### src/rtl/csa_pipe_adder_pkg.sv
// ---------------------------------------------------------------------------
// csa_pipe_adder_pkg
// Shared elaboration helpers for the pipelined carry-select adder:
//   ceil_div   - integer ceiling divide, guarded against a zero divisor
//   calc_nblk  - number of carry-select blocks for a given width
//   calc_lat   - number of pipeline stages (blocks per stage rounded up)
//   params_ok  - legality check of the WIDTH/BLOCK/BPS combination
// No ports (package).
// ---------------------------------------------------------------------------
package csa_pipe_adder_pkg;

   function automatic int ceil_div(input int n, input int d);
      return (d < 1) ? 1 : (n + d - 1) / d;
   endfunction

   function automatic int calc_nblk(input int width, input int block);
      return (block < 1) ? 1 : width / block;
   endfunction

   function automatic int calc_lat(input int nblk, input int bps);
      return ceil_div(nblk, bps);
   endfunction

   function automatic bit params_ok(input int width, input int block, input int bps);
      return (block >= 1) && (width >= block) && (width % block == 0) && (bps >= 1);
   endfunction

endpackage

### src/rtl/csa_pipe_adder_if.sv
// ---------------------------------------------------------------------------
// csa_pipe_adder_if
// Operand/result bus of the pipelined adder with valid/ready on both sides.
//   in_valid/in_ready    operand beat handshake
//   a, b, c_in, sub      operands, carry-in (add only), subtract select
//   out_valid/out_ready  result beat handshake
//   sum, c_out, ovf      result, carry out of MSB, signed overflow
// Modports: master = producer of operands / consumer of results,
//           slave  = the adder itself.
// ---------------------------------------------------------------------------
interface csa_pipe_adder_if #(
   parameter int WIDTH = 32
);
   logic             in_valid;
   logic             in_ready;
   logic [WIDTH-1:0] a;
   logic [WIDTH-1:0] b;
   logic             c_in;
   logic             sub;
   logic             out_valid;
   logic             out_ready;
   logic [WIDTH-1:0] sum;
   logic             c_out;
   logic             ovf;

   modport master (
      output in_valid, a, b, c_in, sub, out_ready,
      input  in_ready, out_valid, sum, c_out, ovf
   );

   modport slave (
      input  in_valid, a, b, c_in, sub, out_ready,
      output in_ready, out_valid, sum, c_out, ovf
   );
endinterface

### src/rtl/csa_pipe_adder_select.sv
// ---------------------------------------------------------------------------
// csa_select_block
// One carry-select block: two ripple adders (carry-in 0 and 1) computed in
// parallel, the incoming block carry picks the sum bits and carry-out.
//   a_i, b_i  BLOCK-bit operand slices (b already inverted for subtract)
//   c_i       incoming block carry (select)
//   sum_o     selected sum bits
//   c_o       selected block carry-out
// ---------------------------------------------------------------------------
module csa_select_block #(
   parameter int BLOCK = 4
) (
   input  logic [BLOCK-1:0] a_i,
   input  logic [BLOCK-1:0] b_i,
   input  logic             c_i,
   output logic [BLOCK-1:0] sum_o,
   output logic             c_o
);

   // Returns {carry_out, sum} of a plain ripple adder.
   function automatic logic [BLOCK:0] ripple(input logic [BLOCK-1:0] a,
                                             input logic [BLOCK-1:0] b,
                                             input logic             cin);
      logic [BLOCK:0] r;
      logic           c;
      // NOTE: blocking assignments here: each bit's carry must be visible to
      // the next loop iteration, which is exactly a ripple chain.
      c = cin;
      r = '0;
      for (int i = 0; i < BLOCK; i++) begin
         r[i] = a[i] ^ b[i] ^ c;
         c    = (a[i] & b[i]) | (c & (a[i] ^ b[i]));
      end
      r[BLOCK] = c;
      return r;
   endfunction

   logic [BLOCK:0] r0;
   logic [BLOCK:0] r1;

   assign r0    = ripple(a_i, b_i, 1'b0);
   assign r1    = ripple(a_i, b_i, 1'b1);
   assign sum_o = c_i ? r1[BLOCK-1:0] : r0[BLOCK-1:0];
   assign c_o   = c_i ? r1[BLOCK]     : r0[BLOCK];

endmodule

### src/rtl/csa_pipe_adder.sv
// ---------------------------------------------------------------------------
// csa_pipe_adder
// Pipelined carry-select adder/subtractor, LAT = ceil(NBLK/BPS) stages, each
// stage resolving BPS blocks from the previous stage's registered carry.
// Stage registers form a skewed pipeline: one word holds the resolved sum
// bits in its low part and the not-yet-consumed 'a' bits above them; the
// unconsumed b' bits ride in a separate register that shrinks per stage.
//   clk  rising-edge clock
//   rst  asynchronous active-high reset
//   io   csa_pipe_adder_if.slave bus (operand and result handshakes)
// The last stage register drives sum/c_out/ovf/out_valid directly.
// ---------------------------------------------------------------------------
module csa_pipe_adder
   import csa_pipe_adder_pkg::*;
#(
   parameter int WIDTH = 32,
   parameter int BLOCK = 4,
   parameter int BPS   = 2
) (
   input  logic              clk,
   input  logic              rst,
   csa_pipe_adder_if.slave   io
);

   localparam int NBLK = calc_nblk(WIDTH, BLOCK);
   localparam int LAT  = calc_lat(NBLK, BPS);

   if (!params_ok(WIDTH, BLOCK, BPS)) begin : g_bad_params
      $error("csa_pipe_adder: WIDTH must be a multiple of BLOCK and BPS >= 1");
   end

   for (genvar k = 0; k < LAT; k++) begin : g_st
      localparam int LO  = k * BPS;
      localparam int HI  = ((k + 1) * BPS < NBLK) ? (k + 1) * BPS : NBLK;
      localparam int NB  = HI - LO;              // blocks resolved here
      localparam int LSB = LO * BLOCK;           // first bit resolved here
      localparam int REM = WIDTH - HI * BLOCK;   // b' bits still to consume

      logic                 v_in;
      logic                 c0;
      logic [WIDTH-1:0]     x_in;
      logic [WIDTH-LSB-1:0] b_in;
      logic [NB*BLOCK-1:0]  s_blk;
      logic [WIDTH-1:0]     x_d;
      logic                 v_q;
      logic                 cy_q;
      logic [WIDTH-1:0]     x_q;
      logic                 rdy;

      if (k == 0) begin : g_src
         assign v_in = io.in_valid;
         assign x_in = io.a;
         assign b_in = io.sub ? ~io.b : io.b;
         assign c0   = io.sub | io.c_in;   // sub forces carry-in 1, c_in ignored
      end else begin : g_src
         assign v_in = g_st[k-1].v_q;
         assign x_in = g_st[k-1].x_q;
         assign b_in = g_st[k-1].g_keep.b_q;
         assign c0   = g_st[k-1].cy_q;
      end

      // Per-block carries are separate scalars so the chain is not one
      // self-referencing vector.
      for (genvar j = 0; j < NB; j++) begin : g_blk
         logic ci;
         logic co;
         if (j == 0) begin : g_ci
            assign ci = c0;
         end else begin : g_ci
            assign ci = g_blk[j-1].co;
         end
         csa_select_block #(.BLOCK(BLOCK)) u_blk (
            .a_i   (x_in[LSB + j*BLOCK +: BLOCK]),
            .b_i   (b_in[j*BLOCK +: BLOCK]),
            .c_i   (ci),
            .sum_o (s_blk[j*BLOCK +: BLOCK]),
            .c_o   (co)
         );
      end

      always_comb begin
         // NOTE: x_d takes a full default before the partial overwrite, so no
         // latch is inferred.
         x_d                     = x_in;
         x_d[LSB +: NB*BLOCK]    = s_blk;
      end

      // Combinational ready chain: a stage can load if it is empty or its
      // downstream neighbour is loading this same edge.
      if (k == LAT - 1) begin : g_rdy
         assign rdy = !v_q || io.out_ready;
      end else begin : g_rdy
         assign rdy = !v_q || g_st[k+1].rdy;
      end

      always_ff @(posedge clk or posedge rst) begin
         if (rst) begin
            // NOTE: datapath registers are reset as well as valid, since the
            // last stage drives sum/c_out/ovf and those must read 0 out of reset.
            v_q  <= 1'b0;
            cy_q <= 1'b0;
            x_q  <= '0;
         end else if (rdy) begin
            // NOTE: non-blocking updates, so every stage samples its upstream
            // neighbour's pre-edge value and beats advance one stage per edge.
            v_q <= v_in;
            if (v_in) begin
               x_q  <= x_d;
               cy_q <= g_blk[NB-1].co;
            end
         end
      end

      if (REM > 0) begin : g_keep
         logic [REM-1:0] b_q;
         always_ff @(posedge clk or posedge rst) begin
            if (rst) begin
               b_q <= '0;
            end else if (rdy && v_in) begin
               b_q <= b_in[WIDTH-LSB-1 : NB*BLOCK];
            end
         end
      end else begin : g_fin
         // Carry into the MSB is a ^ b' ^ sum at that bit; overflow is that
         // carry XOR the carry out of the MSB.
         logic ovf_d;
         logic ovf_q;
         assign ovf_d = x_in[WIDTH-1] ^ b_in[WIDTH-LSB-1] ^ s_blk[NB*BLOCK-1]
                        ^ g_blk[NB-1].co;
         always_ff @(posedge clk or posedge rst) begin
            if (rst) begin
               ovf_q <= 1'b0;
            end else if (rdy && v_in) begin
               ovf_q <= ovf_d;
            end
         end
      end
   end

   assign io.in_ready  = g_st[0].rdy;
   assign io.out_valid = g_st[LAT-1].v_q;
   assign io.sum       = g_st[LAT-1].x_q;
   assign io.c_out     = g_st[LAT-1].cy_q;
   assign io.ovf       = g_st[LAT-1].g_fin.ovf_q;

endmodule

### src/flat_wrapper.sv
// flat-port wrapper written by rule: the top's interface ports become plain ports
module csa_pipe_adder_flat import csa_pipe_adder_pkg::*;
#(
   parameter int WIDTH = 32,
   parameter int BLOCK = 4,
   parameter int BPS   = 2
)
  (clk, rst, io_in_valid, io_a, io_b, io_c_in, io_sub, io_out_ready, io_in_ready, io_out_valid, io_sum, io_c_out, io_ovf);
  csa_pipe_adder_if #(.WIDTH(WIDTH)) io_i ();
  input  logic clk;
  input  logic rst;
  input wire logic [$bits(io_i.in_valid)-1:0] io_in_valid;
  input wire logic [$bits(io_i.a)-1:0] io_a;
  input wire logic [$bits(io_i.b)-1:0] io_b;
  input wire logic [$bits(io_i.c_in)-1:0] io_c_in;
  input wire logic [$bits(io_i.sub)-1:0] io_sub;
  input wire logic [$bits(io_i.out_ready)-1:0] io_out_ready;
  output wire logic [$bits(io_i.in_ready)-1:0] io_in_ready;
  output wire logic [$bits(io_i.out_valid)-1:0] io_out_valid;
  output wire logic [$bits(io_i.sum)-1:0] io_sum;
  output wire logic [$bits(io_i.c_out)-1:0] io_c_out;
  output wire logic [$bits(io_i.ovf)-1:0] io_ovf;
  assign io_i.in_valid = io_in_valid;
  assign io_i.a = io_a;
  assign io_i.b = io_b;
  assign io_i.c_in = io_c_in;
  assign io_i.sub = io_sub;
  assign io_i.out_ready = io_out_ready;
  assign io_in_ready = io_i.in_ready;
  assign io_out_valid = io_i.out_valid;
  assign io_sum = io_i.sum;
  assign io_c_out = io_i.c_out;
  assign io_ovf = io_i.ovf;
  csa_pipe_adder #(.WIDTH(WIDTH), .BLOCK(BLOCK), .BPS(BPS)) u_core (.clk(clk), .rst(rst), .io(io_i));
endmodule
### config.mk
export PLATFORM = sky130hd
export DESIGN_NAME = csa_pipe_adder_flat
export DESIGN_NICKNAME = d
export VERILOG_FILES = /design/src/rtl/csa_pipe_adder_pkg.sv /design/src/rtl/csa_pipe_adder_if.sv /design/src/rtl/csa_pipe_adder_select.sv /design/src/rtl/csa_pipe_adder.sv /design/src/flat_wrapper.sv
export SDC_FILE = /design/constraint.sdc
export NUM_CORES = 1
export LEC_CHECK = 0
export CORE_UTILIZATION = 30
export DETAILED_ROUTE_END_ITERATION = 10
export PLACE_DENSITY = 0.48
export RECOVER_POWER = 100
export SYNTH_ARGS = -nofsm -noshare
export SYNTH_HDL_FRONTEND = slang
export SYNTH_SLANG_ARGS = --single-unit
### constraint.sdc
create_clock -name clk -period 12.75 [get_ports clk]
set_input_delay 1.9125 -clock clk [delete_from_list [all_inputs] [get_ports clk]]
set_output_delay 1.9125 -clock clk [all_outputs]
set_load 0.01 [all_outputs]
==> results by group <==
Run status
  – Outcome: finished, violations left
  – Failing checks: capacitance limit, slew limit

Floorplanning
  – # IOs: roughly 110
  – Die X: 169 um
  – Die footprint: 28600 um^2
  – Starting Density: 30.9%
  – Row count: 60
  – Area of the core: 27200 um^2
  – Die height: 169 um

GRT
  – Largest net degree at the start of global routing: 111
  – Antenna violations before repair: 0
  – Overflow left after global routing: 0
  – Total Routing Usage GR: 12.0%
  – Vias in the first global route: 4810
  – First-pass GRT wire length: ~26000 um

Synthesis
  – Synthesized flop and latch total: 185
  – Yosys Warn Count: 0
  – Syn avg cell area: 15.1 um^2
  – Synth async-reset ratio: 100%
  – Main synth FF type: dfrtp_1
  – Post-Synth Adder-Cell Area: 8.27%
  – Post-synthesis cell area: 8380 um^2
  – Count leader, synth: dfrtp_1
  – Mapped Nets: ~670
  – Synth Area in Simple Gates: 1.39%
  – Xor and xnor fraction of the mapped netlist area: roughly 4.4%
  – Compound-gate portion of the synthesized area: 1.40%
  – Largest family of logic cells by synthesized area: multiplexers
  – Synth area leader: dfrtp_1
  – Top cells by area, synth: dfrtp_1, mux2_2, fa_1
  – Post-synth cell types: 26
  – Register area share after synthesis: 55.2%
  – Post-synth top area share: approximately 55%
  – Post-synth EDFFs: 0
  – Top post-synthesis cells by count: dfrtp_1, mux2_2, inv_1, mux2_4, xor2_1
  – Mux cell area share after synthesis: 24.7%
  – Cells after Synth: 555

Drt
  – Via Count: around 4400
  – Drt pass-1 iters: 4
  – Drt wl/cell: 15.3 um
  – WL final: 16000 um
  – Drc violations: 0
  – Drt via density: 4.23
  – Detail Route Antenna Nets: 0
  – Iter 0 DRT Violations: 171

Placement
  – GP Congestion: just over 0.7
  – HPWL after DPL: around 10000 um
  – Dpl ws: 6.43 ns
  – Port Buf Inserts: between 100 and 150
  – Area post-placement: between 9000 and 10000 um^2

STA
  – Final slew viol count: 266
  – Final TNS setup: 0 ns
  – Fin crit share: 52.4%
  – Hold WS: between 0.4 and 0.5 ns
  – Relative slew slack: -227%
  – Final hold vios: 0
  – Final setup margin: 6.07 ns
  – Skew final: approximately 0.014 ns
  – Tightest Pin Transition: a little under 5 ns
  – Fin crit period: 6.68 ns
  – # setup viols final: 0
  – Unrepaired setup endpoints after global routing: false
  – Max Fclk: 0.150 GHz

Power and ir drop
  – Peak supply drop: around 0.096 mV
  – P_leak: approximately 4.4 nW
  – Power Dens Cells: 208 nW/um^2

Clock tree
  – Root Buffer: clkbuf_16
  – Hold_buf cts: 0
  – Skew-Pair Late Insertion Delay: around 0.43 ns
  – CTS tree: built
  – CTS resizes: 0
  – CTS Buf Count: 17
  – Clk sinks: 185
  – H-Tree Depth: 4
  – Clock buffer depth: 2
  – Post-CTS setup buffers: 0
  – Worst-path clk slew: 0.07 ns

Hold path
  – Hold Path Depth: 1
  – Hold Path Class: reg2reg
  – Worst Hold Endpoint: u_core.g_st[2].x_q[25]
  – Min-delay src: u_core.g_st[1].x_q[25]

Final layout
  – Design area: 10200 um^2
  – Fillers: 2650
  – NumNets Final: 771
  – Antenna diodes: 0
  – Area growth, synth to finish: 21.4%
  – Share of layout cells above drive strength 1: 25.1%

Critical path
  – Reg-to-Reg Start: u_core.g_st[2].v_q
  – CP Class: in2reg
  – R2r worst-path depth: 4
  – Crit path arrival time: 6.99 ns
  – Worst R2R Setup Slack: 7.68 ns
  – WP data required: 13.06 ns
  – Crit end category: flop
  – Crit Path Max Fanout: 49
  – CP startpoint kind: primary input
  – Reg-to-Reg End: u_core.g_st[0].g_keep.b_q[1]

Flow run
  – Max Cap Viol: 6
[state kept, by name (all words and copies together) (netlist names)]
signal                  cells
u_core.g_st.x_q            96
u_core.io.sum              32
u_core.g_st.v_q             3
u_core.g_st.cy_q            3
u_core.g_st.g_keep.b_q     48
u_core.io.out_valid         1
u_core.io.c_out             1
u_core.io.ovf               1
[worst max-delay path by stage]
stage | start | to | slack, ns
after floorplan | rst | u_core.g_st[0].cy_q | 5.81
after global placement | io_sub | u_core.g_st[0].x_q[7] | 6.45
after global routing | io_out_ready | u_core.g_st[0].x_q[26] | 5.66
final | io_out_ready | u_core.g_st[0].g_keep.b_q[1] | 6.07
after CTS | io_sub | u_core.g_st[0].x_q[7] | 6.88
after detailed placement | io_sub | u_core.g_st[0].x_q[7] | 6.43
[cells by family (layout without fill, tap and decap cells)]
logic type / count (synthesis) / after routing
xor gates and xnor gates: 42 / 42
DFF: 185 / 185
and+or+nand+nor: 20 / 20
muxes: 175 / 175
AOI/OAI and AO/OA: 22 / 22
buffers and inverters: 70 / 188
adders and majority gates: 41 / 41
[critical path: stages]
cell	delay (ns)
dlygate4sd3_1	0.58
nand4b_1	0.30
o21ai_0	1.32
clkbuf_1	2.36
mux2_2	0.49
[power breakdown]
group          internal, mW  switching [mW]
Sequential            0.808           0.123
Combinational         0.379           0.264
Clock                 0.295           0.246
Total                  1.48           0.634
[cell type report]
class                      instances  area [um^2]  share of cell area (%)
multi-input combinational        300         3250                    32.0
tap                              372          465                    4.57
clock inverter                    14          161                    1.59
inverter                          47          178                    1.75
clock buffer                      18          429                    4.22
sequential                       185         4630                    45.5
timing repair buffer             109         1060                    10.5
[metrics by stage]
stage          util, %  power, mW  instances
2_1_floorplan        -       1.40        555
3_3_place_gp      35.8       1.63       1013
3_5_place_dp      35.8       1.66       1013
4_1_cts           38.0       2.21       1045
5_1_grt           37.5       2.28       1045
6_report          37.5       2.11       1045
[placed cells by master, fill, tap and decap left out, types with 8 or more instances in the layout]
master and count:
a21oi_1 18, clkbuf_16 17, clkdlybuf4s50_1 66, dfrtp_1 185
dlygate4sd3_1 38, fa_1 24, ha_1 17, inv_1 46
mux2_1 32, mux2_2 128, mux2i_1 10, nor2_1 8
xnor2_1 13, xor2_1 29
[routing by layer]
layer,wire length [um],share of wire [%],global-route usage [%]
met5,0,0,0
met4,148,0.93,3.17
met3,607,3.8,3.33
met2,7440,47,18.6
met1,7780,49,16.5
Power figures use the tool's default switching activity.
